--- src/rtl/lcd_bus_arbiter.sv ---
// ---------------------------------------------------------------------------
// lcd_bus_arbiter
//
// Shares one HD44780-style LCD write bus between two writers. Requester 0 is
// the input-echo writer and requester 1 is the result writer. A write is
// performed as a fixed sequence: rs/data settle (SETUP), enable pulse
// (PULSE), rs/data hold (HOLD), then a command execution wait (WAIT) whose
// length depends on the byte written. The winner receives a one-cycle ack
// in DONE.
//
// Optional feature macro:
//   LCD_ARB_RR_EN  - round-robin arbitration between simultaneous requests
//                    (default build: fixed priority, req1 over req0)
//
// Parameters:
//   T_SETUP  cycles rs/data are stable before en rises
//   T_EN     cycles en is high
//   T_HOLD   cycles rs/data are stable after en falls
//   T_EXEC   post-write wait for normal commands and data
//   T_CLR    post-write wait for clear (0x01) / home (0x02) commands
//
// Ports:
//   clk            system clock, rising edge
//   reset_n        asynchronous active-low reset
//   req0 / req1    write requests, held until the matching ack
//   rs0, data0     register select / byte of requester 0
//   rs1, data1     register select / byte of requester 1
//   ack0 / ack1    one-cycle write-complete pulse to the owner
//   data, rs, rw,  LCD bus (rw is always 0: write only)
//   en
//   busy           high whenever a transaction is in progress
//   owner          requester granted the current or last transaction
// ---------------------------------------------------------------------------
module lcd_bus_arbiter #(
  parameter int T_SETUP = 2,
  parameter int T_EN    = 25,
  parameter int T_HOLD  = 2,
  parameter int T_EXEC  = 2500,
  parameter int T_CLR   = 100000
) (
  input  logic       clk,
  input  logic       reset_n,
  input  logic       req0,
  input  logic       req1,
  input  logic       rs0,
  input  logic       rs1,
  input  logic [7:0] data0,
  input  logic [7:0] data1,
  output logic       ack0,
  output logic       ack1,
  output logic [7:0] data,
  output logic       rs,
  output logic       rw,
  output logic       en,
  output logic       busy,
  output logic       owner
);

  // Largest phase length decides the counter width; the counter only ever
  // holds (length - 1), so this never wraps.
  localparam int MAX_A = (T_SETUP > T_EN)   ? T_SETUP : T_EN;
  localparam int MAX_B = (T_HOLD  > T_EXEC) ? T_HOLD  : T_EXEC;
  localparam int MAX_C = (MAX_A   > MAX_B)  ? MAX_A   : MAX_B;
  localparam int MAX_T = (MAX_C   > T_CLR)  ? MAX_C   : T_CLR;
  localparam int CNT_W = (MAX_T > 1) ? $clog2(MAX_T + 1) : 1;

  typedef enum logic [2:0] {
    S_IDLE,
    S_SETUP,
    S_PULSE,
    S_HOLD,
    S_WAIT,
    S_DONE
  } state_t;

  state_t             state;
  state_t             state_next;
  logic [CNT_W-1:0]   phase_cnt;
  logic [CNT_W-1:0]   load_val;
  logic               phase_done;
  logic               grant;
  logic               winner;
  logic               is_clear;

  // A grant happens only from IDLE, on the first cycle any request is seen.
  assign grant      = (state == S_IDLE) && (req0 || req1);
  assign phase_done = (phase_cnt == '0);

  // Clear-display and return-home are slow instructions; they are
  // recognised from the latched byte so input changes after the grant
  // cannot alter the wait.
  assign is_clear = !rs && ((data == 8'h01) || (data == 8'h02));

`ifdef LCD_ARB_RR_EN
  // Round-robin pointer: remembers the requester granted last so that on a
  // tie the other one wins. A lone request always wins.
  logic rr_ptr;

  always_ff @(posedge clk or negedge reset_n) begin
    if (!reset_n) begin
      rr_ptr <= 1'b0;
    end else if (grant) begin
      rr_ptr <= winner;
    end
  end

  assign winner = (req0 && req1) ? ~rr_ptr : req1;
`else
  // Fixed priority: the result writer beats the echo writer.
  assign winner = req1;
`endif

  // State register.
  always_ff @(posedge clk or negedge reset_n) begin
    if (!reset_n) begin
      state <= S_IDLE;
    end else begin
      state <= state_next;
    end
  end

  // Next-state logic: each timed phase advances once its counter is spent.
  always_comb begin
    state_next = state;
    case (state)
      S_IDLE:  if (grant)      state_next = S_SETUP;
      S_SETUP: if (phase_done) state_next = S_PULSE;
      S_PULSE: if (phase_done) state_next = S_HOLD;
      S_HOLD:  if (phase_done) state_next = S_WAIT;
      S_WAIT:  if (phase_done) state_next = S_DONE;
      S_DONE:                  state_next = S_IDLE;
      default:                 state_next = S_IDLE;
    endcase
  end

  // Length of the phase being entered, expressed as (cycles - 1) so the
  // phase ends on the cycle the counter reads zero.
  always_comb begin
    load_val = '0;
    case (state_next)
      S_SETUP: load_val = CNT_W'(T_SETUP - 1);
      S_PULSE: load_val = CNT_W'(T_EN - 1);
      S_HOLD:  load_val = CNT_W'(T_HOLD - 1);
      S_WAIT:  load_val = is_clear ? CNT_W'(T_CLR - 1) : CNT_W'(T_EXEC - 1);
      default: load_val = '0;
    endcase
  end

  // Phase counter reloads on every state change and counts down otherwise.
  // The bus registers and owner are captured once, at the grant, so the
  // requester's inputs are free to change for the rest of the transaction.
  always_ff @(posedge clk or negedge reset_n) begin
    if (!reset_n) begin
      phase_cnt <= '0;
      data      <= 8'h00;
      rs        <= 1'b0;
      owner     <= 1'b0;
    end else begin
      if (state_next != state) begin
        phase_cnt <= load_val;
      end else if (!phase_done) begin
        phase_cnt <= phase_cnt - CNT_W'(1);
      end
      if (grant) begin
        owner <= winner;
        data  <= winner ? data1 : data0;
        rs    <= winner ? rs1 : rs0;
      end
    end
  end

  // Outputs decoded from the state, so reset removes en and ack at once.
  always_comb begin
    en   = (state == S_PULSE);
    busy = (state != S_IDLE);
    ack0 = (state == S_DONE) && !owner;
    ack1 = (state == S_DONE) &&  owner;
    rw   = 1'b0;
  end

endmodule

--- config.mk ---
export PLATFORM = sky130hd
export DESIGN_NAME = lcd_bus_arbiter
export DESIGN_NICKNAME = d
export VERILOG_FILES = /design/src/rtl/lcd_bus_arbiter.sv
export SDC_FILE = /design/constraint.sdc
export NUM_CORES = 1
export LEC_CHECK = 0
export ABC_AREA = 0
export CAP_MARGIN = 5
export CORE_ASPECT_RATIO = 0.7
export CORE_UTILIZATION = 37
export CTS_BUF_LIST = sky130_fd_sc_hd__clkbuf_2 sky130_fd_sc_hd__clkbuf_4 sky130_fd_sc_hd__clkbuf_8
export CTS_CLUSTER_SIZE = 30
export DETAILED_ROUTE_END_ITERATION = 7
export GPL_ROUTABILITY_DRIVEN = 1
export SYNTH_ARGS = -nofsm -noshare
export SYNTH_HDL_FRONTEND = slang
export SYNTH_SLANG_ARGS = --single-unit
--- constraint.sdc ---
create_clock -name clk -period 2.8 [get_ports clk]
set_clock_uncertainty 0.2 [all_clocks]
set_input_delay 0.84 -clock clk [delete_from_list [all_inputs] [get_ports clk]]
set_output_delay 0.84 -clock clk [all_outputs]
set_load 0.02 [all_outputs]
==> out/qor.yml <==
insertedDiodeCount: 0
run_status: "finished clean"
ys.flop_type: "dfrtp_1"
setup-violations-final: 0
floorplan.io_pins: 37
placement.setup.worst_slack_ns: 0.1109
totalNegativeSetupSlack_ns: 0
drc: 0
combPwrFrac: 0.124
worst_ep_required_time_ns: 1.76
powerDensity_mw_per_mm2: 389.0
syn-instance-count: 197
worst-path-max-fanout: 13
power.sequential.fraction: 0.498
buffer_ports.inserted: 35
detail_route.wl_per_cell_um: 13.80
syn_area_mm2: 0.001813
maxSlewHeadroom: 0.6193
fin_cells: 302
final_critical_path_setup_slack_ns: 0.1382
grt_overflow_total: 0
hpwl_mm: 3.094
initial_core_util: 0.4003
drive_above_1_share: 0.1229
antenna_left: 0
core_mm2: 0.004529
core.rowCount: 20
firstDrtPassIters: 4
postSynthAreaPerCell_um2: 9.203
power.clock.fraction: 0.378
final_replace_weighted_congestion: 0.8324
clkSinkCount: 30
grt_antenna_before_repair: 0
worst_skew_pair.late_latency_ns: 0.29
warnings_synthesis: 0
cts_tree: "built"
p_int_mw: 0.6976
clkTransAtPathRegs_ns: 0.06
unrepaired_setup_endpoints_after_global_routing: "no"
wl_met1_mm: 2.265
synth_fp_nets: 221
dr.max_layer_used: "met4"
fp.dieW_um: 85.67
dr_wl_met3_um: 207
synth_sequential_area_ratio: 0.4141
endpoint_kind: "primary output"
final_nets: 260
worst_pin_slew_ns: 0.5659
cp-start-kind: "flop"
vias: 1550
placed_area_mm2: 0.002262
maxClockFrequency_mhz: 375.7
grt_max_degree: 31
max-vdd-ir-drop_mv: 0.1692
fraction_of_registers_with_async_set_or_reset_after_synthesis: 1.000
timing_max_transition_violations_final: 0
switching_fraction_of_total_power: 0.2383
drt_first_iter_violations: 88
cts_buffer_depth: 2
timing.final.crit_share: 0.9506
viasPerCell: 5.132
hold_buffers: 0
post_synth_num_cell_types: 49
edff_count_synth: 0
area_growth_pct: 29.88
routed-wl-met2_mm: 1.628
h_tree_lvls: 2
global_route.usage.total: 0.1880
vias_in_the_first_global_route: 1446
final_period_minus_worst_setup_slack_ns: 2.662
wirelength_mm: 4.169
max_cap_viol_count: 0
report.final.hold_viol_count: 0
synth-seq-cells: 30
cts-buffers-inserted: 5
grt_pass1_wl_mm: 7.376
dp.cells: 295
worst_ep_arrival_time_ns: 1.62
cts_root_buf: "clkbuf_8"
netsw_mw: 0.2183
die_area_mm2: 0.005188
die_h_um: 60.57
postCtsSetupBuffers: 0
final_design_area_no_fill_mm2: 0.002355
hold_path.class: "reg -> reg"
crit_type: "reg -> out"
leakagePower_nw: 1.000
cell usage after synthesis, drive strengths merged, types with 2 or more instances:
cell / count / share of area
a31oi: 5 / 0.017
nand4: 4 / 0.017
buf: 5 / 0.020
nand3: 9 / 0.025
nor3: 10 / 0.040
dfrtp: 30 / 0.41
mux2i: 9 / 0.050
nand2: 8 / 0.017
nor4: 7 / 0.024
o21ai: 5 / 0.014
inv: 3 / 0.0062
or4: 5 / 0.023
xor2: 8 / 0.039
nor4b: 2 / 0.0097
a21oi: 19 / 0.052
clkbuf: 10 / 0.021
xnor2: 5 / 0.024
nor3b: 2 / 0.0083
ha: 2 / 0.014
nand3b: 2 / 0.0083
nor2: 24 / 0.051
o31ai: 2 / 0.0083
through the flow:
stage	hold WS (ns)	utilization	total power [mW]
after floorplan	0.3188	-	0.5085
after global placement	0.3382	0.4994	0.5788
after detailed placement	0.3430	0.4994	0.5790
after CTS	0.3573	0.5180	0.9304
after global routing	0.3934	0.5199	0.9626
final	0.3444	0.5199	0.9159
state kept, by name, summed over array words and instances, names as in the netlist:
signal     count
data           8
owner          1
phase_cnt     17
rs             1
state          3
routing by layer:
layer	vias to the layer above	GRT usage
met3	7	0.04490
met2	41	0.2571
li1	802	-
met1	700	0.2847
met5	-	0
met4	0	0.07143
cell families after synthesis:
family,share of synthesized area
AO/OA/AOI/OAI,0.1615
XOR/XNOR,0.06280
adder cells (fa/ha/maj),0.01380
buffers and inverters,0.04693
flip-flops,0.4141
multiplexers,0.04969
other,0.002068
AND/OR/NAND/NOR,0.2491
cell type report:
class	count	area (µm²)
sequential	30	752.0
tap	66	82.58
fill	423	2175
clock buffer	7	83.83
multi-input combinational	149	982.2
timing repair buffer	47	442.9
inverter	3	11.26
critical path, stage by stage (launching register included):
cell	delay, ns
dfrtp_2	0.49
nor3_2	0.23
inv_1	0.09
clkdlybuf4s50_1	0.54
final timing paths:
path	from	to	slack, ns	cells past startpoint
min in group asynchronous	reset_n	owner	0.75	2
hold reg to reg	owner	owner	0.34	1
setup / recovery	state[2]	busy	0.14	3
setup reg to reg	phase_cnt[4]	phase_cnt[11]	0.17	5
hold / removal	owner	owner	0.34	1
max in group asynchronous	reset_n	state[2]	1.34	2
placed cells by master, fill, tap and decap left out, drive strengths merged, types with 2 or more instances in the layout:
cell type       n
mux2i           9
nand3b          2
o21ai           5
nor2           24
nor3           10
xor2            8
inv             3
nor3b           2
a31oi           5
ha              2
a21oi          19
or4             5
o31ai           2
nand2           8
clkdlybuf4s50  34
xnor2           5
clkbuf          7
nand4           4
buf            12
nor4b           2
nor4            7
dfrtp          30
nand3           9
power groups by stage:
stage	Sequential, mW	Combinational, mW	Clock [mW]
after floorplan	0.478	0.0302	0
after global placement	0.464	0.115	0
after detailed placement	0.464	0.115	0
after CTS	0.456	0.116	0.359
after global routing	0.458	0.124	0.381
final	0.456	0.114	0.346
what timing repair did:
action / CTS / global route
gates resized for setup: 0 / 3
hold endpoints to repair: 0 / 0
endpoints found under the setup margin: 0 / 6
Note: power is estimated with default switching activity, not from simulation.
